--- config.mk ---
export PLATFORM = sky130hd
export DESIGN_NAME = decode_stage
export DESIGN_NICKNAME = d
export VERILOG_FILES = /design/src/rtl/decode_stage_pkg.sv /design/src/rtl/decode_stage_reg_file.sv /design/src/rtl/decode_stage.sv
export SDC_FILE = /design/constraint.sdc
export NUM_CORES = 2
export LEC_CHECK = 0
export BUFFER_PORTS_ARGS = -buffer_cell sky130_fd_sc_hd__buf_2
export CAP_MARGIN = 20
export CORE_MARGIN = 3
export CORE_UTILIZATION = 63
export CTS_BUF_LIST = sky130_fd_sc_hd__clkbuf_2
export DETAILED_ROUTE_END_ITERATION = 10
export PLACE_DENSITY = 0.78
export SKIP_LAST_GASP = 1
export SLEW_MARGIN = 20
export SYNTH_ARGS = -nofsm -noshare
export SYNTH_HDL_FRONTEND = slang
export SYNTH_SLANG_ARGS = --single-unit
--- constraint.sdc ---
create_clock -name clk -period 10.2 [get_ports clk]
set_clock_uncertainty 0.1 [all_clocks]
set_input_delay 1.02 -clock clk [delete_from_list [all_inputs] [get_ports clk]]
set_output_delay 1.02 -clock clk [all_outputs]
set_load 0.02 [all_outputs]
--- src/rtl/decode_stage_pkg.sv ---
// decode_stage_pkg: shared opcode/funct constants, ALU control encodings and
// the combinational control decoder used by the MIPS decode stage.
// Optional feature macro: DECODE_BNE_EN (adds bne, op 000101).
package decode_stage_pkg;

    localparam logic [5:0] OP_RTYPE  = 6'b000000;
    localparam logic [5:0] OP_LW     = 6'b100011;
    localparam logic [5:0] OP_SW     = 6'b101011;
    localparam logic [5:0] OP_BEQ    = 6'b000100;
    localparam logic [5:0] OP_BNE    = 6'b000101;
    localparam logic [5:0] OP_ADDI   = 6'b001000;
    localparam logic [5:0] OP_J      = 6'b000010;
    localparam logic [5:0] OP_BUBBLE = 6'b111111;

    localparam logic [5:0] FN_ADD = 6'b100000;
    localparam logic [5:0] FN_SUB = 6'b100010;
    localparam logic [5:0] FN_AND = 6'b100100;
    localparam logic [5:0] FN_OR  = 6'b100101;
    localparam logic [5:0] FN_SLT = 6'b101010;

    localparam logic [2:0] ALU_ADD = 3'b010;
    localparam logic [2:0] ALU_SUB = 3'b110;
    localparam logic [2:0] ALU_AND = 3'b000;
    localparam logic [2:0] ALU_OR  = 3'b001;
    localparam logic [2:0] ALU_SLT = 3'b111;

    typedef struct packed {
        logic       reg_write;
        logic       mem_to_reg;
        logic       mem_write;
        logic       alu_src;
        logic       reg_dst;
        logic       branch;     // beq
        logic       branch_ne;  // bne (only when DECODE_BNE_EN)
        logic       jump;
        logic [2:0] alu_ctrl;
    } ctrl_t;

    // Unknown opcodes/functs (including the bubble) fall through to all-zero.
    function automatic ctrl_t decode_ctrl(input logic [5:0] op, input logic [5:0] funct);
        ctrl_t c;
        c = '0;
        case (op)
            OP_RTYPE: begin
                c.reg_write = 1'b1;
                c.reg_dst   = 1'b1;
                case (funct)
                    FN_ADD:  c.alu_ctrl = ALU_ADD;
                    FN_SUB:  c.alu_ctrl = ALU_SUB;
                    FN_AND:  c.alu_ctrl = ALU_AND;
                    FN_OR:   c.alu_ctrl = ALU_OR;
                    FN_SLT:  c.alu_ctrl = ALU_SLT;
                    default: c = '0;
                endcase
            end
            OP_LW: begin
                c.reg_write  = 1'b1;
                c.mem_to_reg = 1'b1;
                c.alu_src    = 1'b1;
                c.alu_ctrl   = ALU_ADD;
            end
            OP_SW: begin
                c.mem_write = 1'b1;
                c.alu_src   = 1'b1;
                c.alu_ctrl  = ALU_ADD;
            end
            OP_ADDI: begin
                c.reg_write = 1'b1;
                c.alu_src   = 1'b1;
                c.alu_ctrl  = ALU_ADD;
            end
            OP_BEQ: c.branch = 1'b1;
`ifdef DECODE_BNE_EN
            OP_BNE: c.branch_ne = 1'b1;
`endif
            OP_J:   c.jump = 1'b1;
            default: c = '0;
        endcase
        return c;
    endfunction

endpackage

--- src/rtl/decode_stage_reg_file.sv ---
// reg_file: 32x32 register file for the decode stage.
//   clk, rst_n      clock, async active-low reset (clears array if REG_INIT_ZERO)
//   we, wa, wd      writeback port (writes to r0 are dropped)
//   ra1/ra2 -> rd1/rd2  combinational reads with same-cycle writeback bypass
module reg_file #(
    parameter bit REG_INIT_ZERO = 1'b1
) (
    input  logic        clk,
    input  logic        rst_n,
    input  logic        we,
    input  logic [4:0]  wa,
    input  logic [31:0] wd,
    input  logic [4:0]  ra1,
    input  logic [4:0]  ra2,
    output logic [31:0] rd1,
    output logic [31:0] rd2
);
    import decode_stage_pkg::*;

    logic [31:0] regs [32];
    logic        wr_en;

    assign wr_en = we && (wa != 5'd0);

    generate
        if (REG_INIT_ZERO) begin : g_rst
            always_ff @(posedge clk or negedge rst_n) begin
                if (!rst_n) begin
                    for (int i = 0; i < 32; i++) regs[i] <= '0;
                end else if (wr_en) begin
                    regs[wa] <= wd;
                end
            end
        end else begin : g_norst
            always_ff @(posedge clk) begin
                if (wr_en) regs[wa] <= wd;
            end
        end
    endgenerate

    // r0 is hard zero; a write landing this cycle is visible immediately.
    always_comb begin
        rd1 = '0;
        rd2 = '0;
        if (ra1 != 5'd0) rd1 = (wr_en && wa == ra1) ? wd : regs[ra1];
        if (ra2 != 5'd0) rd2 = (wr_en && wa == ra2) ? wd : regs[ra2];
    end

endmodule

--- src/rtl/decode_stage.sv ---
// decode_stage: MIPS ID stage. Decodes InstrD, reads the register file,
// resolves branches/jumps early (PCSrcD/PCBranchD back to fetch) and
// registers control + operands into the ID/EX register (the *E outputs).
//   Inputs : InstrD, PCPlus1D, StallD, FlushE, ForwardAD/BD, ALUOutM,
//            RegWriteW, WriteRegW, ResultW
//   Outputs: PCSrcD, PCBranchD, RsD, RtD, BranchD, and ID/EX fields
// Optional feature macro: DECODE_BNE_EN (adds bne with condition ~EqualD).
module decode_stage
    import decode_stage_pkg::*;
#(
    parameter int PC_SIZE       = 8,
    parameter bit REG_INIT_ZERO = 1'b1
) (
    input  logic               clk,
    input  logic               rst_n,
    input  logic [31:0]        InstrD,
    input  logic [PC_SIZE-1:0] PCPlus1D,
    input  logic               StallD,
    input  logic               FlushE,
    input  logic               ForwardAD,
    input  logic               ForwardBD,
    input  logic [31:0]        ALUOutM,
    input  logic               RegWriteW,
    input  logic [4:0]         WriteRegW,
    input  logic [31:0]        ResultW,
    output logic               PCSrcD,
    output logic [PC_SIZE-1:0] PCBranchD,
    output logic [4:0]         RsD,
    output logic [4:0]         RtD,
    output logic               BranchD,
    output logic               RegWriteE,
    output logic               MemtoRegE,
    output logic               MemWriteE,
    output logic               ALUSrcE,
    output logic               RegDstE,
    output logic [2:0]         ALUControlE,
    output logic [31:0]        RD1E,
    output logic [31:0]        RD2E,
    output logic [31:0]        SignImmE,
    output logic [4:0]         RsE,
    output logic [4:0]         RtE,
    output logic [4:0]         RdE
);

    typedef struct packed {
        logic        reg_write;
        logic        mem_to_reg;
        logic        mem_write;
        logic        alu_src;
        logic        reg_dst;
        logic [2:0]  alu_ctrl;
        logic [31:0] rd1;
        logic [31:0] rd2;
        logic [31:0] simm;
        logic [4:0]  rs;
        logic [4:0]  rt;
        logic [4:0]  rd;
    } idex_t;

    ctrl_t       ctrl;
    logic [31:0] sign_imm, rd1, rd2, cmp_a, cmp_b;
    logic        equal_d, take;
    idex_t       idex_d, idex_q;

    assign ctrl     = decode_ctrl(InstrD[31:26], InstrD[5:0]);
    assign sign_imm = {{16{InstrD[15]}}, InstrD[15:0]};
    assign RsD      = InstrD[25:21];
    assign RtD      = InstrD[20:16];

    reg_file #(.REG_INIT_ZERO(REG_INIT_ZERO)) u_rf (
        .clk   (clk),
        .rst_n (rst_n),
        .we    (RegWriteW),
        .wa    (WriteRegW),
        .wd    (ResultW),
        .ra1   (InstrD[25:21]),
        .ra2   (InstrD[20:16]),
        .rd1   (rd1),
        .rd2   (rd2)
    );

    // Early branch resolution; the memory-stage result can be forwarded in.
    assign cmp_a   = ForwardAD ? ALUOutM : rd1;
    assign cmp_b   = ForwardBD ? ALUOutM : rd2;
    assign equal_d = (cmp_a == cmp_b);
    assign take    = (ctrl.branch & equal_d) | (ctrl.branch_ne & ~equal_d) | ctrl.jump;

    // Operands may be stale while stalled, so never redirect then.
    assign PCSrcD    = take & ~StallD;
    assign BranchD   = ctrl.branch | ctrl.branch_ne | ctrl.jump;
    assign PCBranchD = ctrl.jump ? InstrD[PC_SIZE-1:0]
                                 : PCPlus1D + sign_imm[PC_SIZE-1:0];

    assign idex_d = '{
        reg_write:  ctrl.reg_write,
        mem_to_reg: ctrl.mem_to_reg,
        mem_write:  ctrl.mem_write,
        alu_src:    ctrl.alu_src,
        reg_dst:    ctrl.reg_dst,
        alu_ctrl:   ctrl.alu_ctrl,
        rd1:        rd1,
        rd2:        rd2,
        simm:       sign_imm,
        rs:         InstrD[25:21],
        rt:         InstrD[20:16],
        rd:         InstrD[15:11]
    };

    // StallD deliberately not used here: the hazard unit pairs it with FlushE.
    always_ff @(posedge clk or negedge rst_n) begin
        if (!rst_n)      idex_q <= '0;
        else if (FlushE) idex_q <= '0;
        else             idex_q <= idex_d;
    end

    assign RegWriteE   = idex_q.reg_write;
    assign MemtoRegE   = idex_q.mem_to_reg;
    assign MemWriteE   = idex_q.mem_write;
    assign ALUSrcE     = idex_q.alu_src;
    assign RegDstE     = idex_q.reg_dst;
    assign ALUControlE = idex_q.alu_ctrl;
    assign RD1E        = idex_q.rd1;
    assign RD2E        = idex_q.rd2;
    assign SignImmE    = idex_q.simm;
    assign RsE         = idex_q.rs;
    assign RtE         = idex_q.rt;
    assign RdE         = idex_q.rd;

endmodule

==> results by group <==
Floorplanning
  • DIE AREA: 99700 um2
  • Starting density of the core: 64.2%
  • I/O pin count: 255
  • Die Ht: 316 um
  • Die Width: 316 um
  • Core Box Area: 94200 um2
  • Core Rows: 112

Global routing
  • Gr busiest metal: met2
  • Gr usage total: 44.0%
  • Antenna violations before repair: 17
  • Gr ovfl total: 0
  • Met1 Use GR: 55.8%
  • Vias in the first global route: 46100
  • GRT met3 Usage: 21.6%
  • First-pass GRT wire length: 313000 um
  • GR Util met2: 60.1%
  • Largest net degree at the start of global routing: 188

Worst setup path
  • Crit-path slowest cell: a21oi_1
  • Most frequent CP cell: buf_4
  • CP max FO: 50
  • Flop-to-flop setup slack: 7530 ps
  • Worst R2R End: RD1E[16]
  • Count of buffer and inverter cells on the critical path: 5
  • Setup crit start: InstrD[23]
  • Worst path required time: 9080 ps
  • CP endpoint kind: primary output
  • Slowest cell delay on critical path: 800 ps
  • CP delay by family, top: buffers and inverters
  • Crit Path Category: in2out
  • Crit. path cell count: 15
  • Reg2reg start: u_rf.regs[144]
  • Setup crit end: PCSrcD
  • Crit path cell chain: dlygate4sd3_1, clkbuf_8, buf_4, nor2_2, buf_4, a21oi_1, a32oi_1, nand4_1, nor2_1, o31ai_1, xnor2_1, nor3_1, o2111ai_1, o32ai_2, buf_2
  • Worst-case reg-to-reg path depth: 5
  • WP data arrival: 6360 ps
  • CP Launch Type: input pin

Timing
  • Slew at the pin closest to its max-slew limit: 1270 ps
  • RSZ-0062 raised after global routing: false
  • Fin crit share: 73.4%
  • Fin crit period: 7480 ps
  • Final Hold Viols: 0
  • Relative slew margins: 14.8%
  • Sum Neg Setup Slack: 0 ps
  • Slew Limit Fails: 0
  • Setup Viol. Count Final: 0
  • Max Clk Rate: 134 MHz
  • Worst hold slack: 122 ps

Synth
  • Post-Synth Simple-Gate Area: 5.40%
  • Sequential-to-total area share from yosys stat: 46.5%
  • Post-synth net total: 4660
  • Main flop type after synthesis: dfrtp_1
  • Yosys warns: 0
  • Seq cells post-synth: 1122
  • Multiplexer share of the synthesized area: 36.6%
  • Cells after synthesis: 4536
  • Asr flop ratio synth: 100%
  • Largest family of logic cells by synthesized area: multiplexers
  • Post-Synth Adder-Cell Area: 0.178%
  • Yosys cell types: 85
  • Xor/xnor share of the synthesized area: 1.12%
  • Mapped cell area: 60400 um2
  • Compound-gate portion of the synthesized area: 6.28%
  • Avg Cell Area, Syn: 13.3 um2
  • Number of synthesized flops with an enable pin: 0

Run status
  • Outcome: finished clean

Pwr
  • PD cells: 183 nW/um2
  • Peak supply drop: 0.110 mV
  • LEAKAGE: 29.8 nW

Clock tree
  • Clock latency on the worst-skew pair: 1590 ps
  • Clk buf depth: 4
  • # H-tree levels: 5
  • Number of buffers created by CTS: 305
  • Root Driver: clkbuf_2
  • Post-cts resize count: 0
  • CTS clk-pin slew, worst paths: 140 ps
  • Clock sink total: 1122
  • CTS tree: yes

Finish
  • Area Overhead vs Synth: 8.31%
  • Fraction of layout cells with a size suffix above 1: 44.5%
  • Most frequent cells in the layout: dfrtp_1 (1122), mux2_2 (929), clkbuf_2 (434)
  • Finished Layout Cells: 6247
  • Final #Nets: 4905
  • Fillers: 6618
  • Most common cell after layout, fill and taps aside: dfrtp_1

Route
  • First-pass iteration count of the detailed router: 7
  • Vias: 46100
  • Via density: 7.38
  • Drt total wl: 218000 um
  • DRC: 0
  • Count of antenna-violating nets left after detailed routing: 0
  • Initial DRC count: 7118
  • Average wire per standard cell: 34.9 um

Place
  • Placed cells: 5655
  • Buffers on Ports: 254
  • Placer congestion estimate: 1.03
  • Dpl hpwl: 134000 um

Job
  • Max Cap Viol: 0

Worst hold path
  • Hold Path Class: in2reg
[tightest hold or removal path: cells and delay by family]
family	cells	cell delay, ps
buf+inv	1	230
mux	1	190
simple gates	2	320
[kinds of logic (layout without fill, tap and decap cells)]
group | count (synthesis) | in the layout
mux | 1557 | 1557
simple gates | 688 | 688
compound gates | 567 | 567
xor+xnor | 77 | 77
buf+inv | 517 | 960
other cells | 0 | 14
flops | 1122 | 1122
fa+ha+maj | 8 | 8
[registers in the layout, indices dropped and copies added (netlist names)]
register     cells
SignImmE        12
RegDstE          1
RD2E            32
ALUSrcE          1
RdE              4
MemWriteE        1
RD1E            32
ALUControlE      3
MemtoRegE        1
RsE              5
RtE              5
u_rf.regs     1024
RegWriteE        1
[area by class of cell]
cell class                 instances  area, um2  share of cell area (%)
multi-input combinational       2897      30100                    46.0
sequential                      1122      28100                    42.9
timing repair buffer             429       2980                    4.55
clock buffer                     434       2170                    3.32
tap                             1254       1570                    2.40
clock inverter                    71        429                   0.656
inverter                          26       97.6                   0.149
antenna                           14       35.0                  0.0535
[through the flow]
stage	power [mW]	cell area [um2]	setup slack (ps)	utilization, %
floorplan	7.70	60400	4950	-
global placement	8.55	62100	3110	65.9
detailed placement	8.67	62100	3060	65.9
CTS	11.8	65400	2930	69.5
global route	12.4	65400	2600	69.5
finish	11.9	65500	2720	69.5
[what timing repair did]
action	in CTS	in global routing
setup buffers	0	0
hold buffers	72	0
endpoints found under the setup margin	0	0
endpoints found under the hold margin	871	0
[per-layer routing]
metal | part of all wire (%) | wire (um)
met5 | 0.11 | 247
met4 | 7.7 | 16700
met3 | 16 | 35700
met2 | 42 | 90500
met1 | 34 | 74500
[synth_stat cells, types with 5 or more instances]
cell type / number / area [um2]
a2111oi_0: 6 / 52.6
nand2_1: 244 / 916
a211oi_1: 30 / 225
mux4_1: 5 / 131
buf_1: 20 / 75.1
mux2i_1: 202 / 2020
a32o_1: 8 / 80.1
nand4_1: 16 / 100
nand2b_1: 20 / 125
o21ai_0: 144 / 721
mux2_2: 929 / 10500
and2_1: 8 / 50.1
a31oi_1: 33 / 206
and3_1: 17 / 106
nor2b_1: 68 / 425
o31ai_1: 5 / 37.5
or2_2: 8 / 50.1
buf_4: 65 / 488
xnor2_1: 52 / 455
or3_1: 7 / 43.8
inv_1: 21 / 78.8
nor2_1: 159 / 597
a22o_1: 17 / 149
o22ai_1: 38 / 238
a21oi_1: 89 / 445
nor3_1: 46 / 230
buf_2: 101 / 505
o32ai_1: 5 / 43.8
xor2_1: 25 / 219
mux4_2: 421 / 9480
a32oi_1: 8 / 70.1
nand3_1: 42 / 210
buf_6: 12 / 135
nand3b_1: 7 / 52.6
a22oi_1: 75 / 563
and3b_1: 6 / 52.6
nor3b_1: 9 / 67.6
ha_1: 7 / 87.6
o21ai_1: 5 / 25.0
o211ai_1: 22 / 165
dfrtp_1: 1122 / 28100
clkbuf_1: 290 / 1090
nor4_1: 16 / 100
a221oi_1: 24 / 210
[where the power goes]
part / total, mW / switching [mW] / internal, mW
Combinational: 2.89 / 1.40 / 1.49
Clock: 3.22 / 1.94 / 1.28
Sequential: 5.84 / 0.606 / 5.24
Total: 11.9 / 3.95 / 8.00
[how the worst min path moves through the flow]
| stage | from | cells after the start | slack (ps) | endpoint |
|---|---|---|---|---|
| after global placement | u_rf.regs[1012] | 0 | 270 | u_rf.regs[1012] |
| after global routing | WriteRegW[0] | 4 | 80 | u_rf.regs[865] |
| after CTS | WriteRegW[0] | 4 | 0.7 | u_rf.regs[865] |
| final | WriteRegW[0] | 4 | 120 | u_rf.regs[865] |
| after detailed placement | u_rf.regs[1012] | 0 | 280 | u_rf.regs[1012] |
| after floorplan | u_rf.regs[1012] | 1 | 330 | u_rf.regs[1012] |
(Power assumes the default switching activity.)
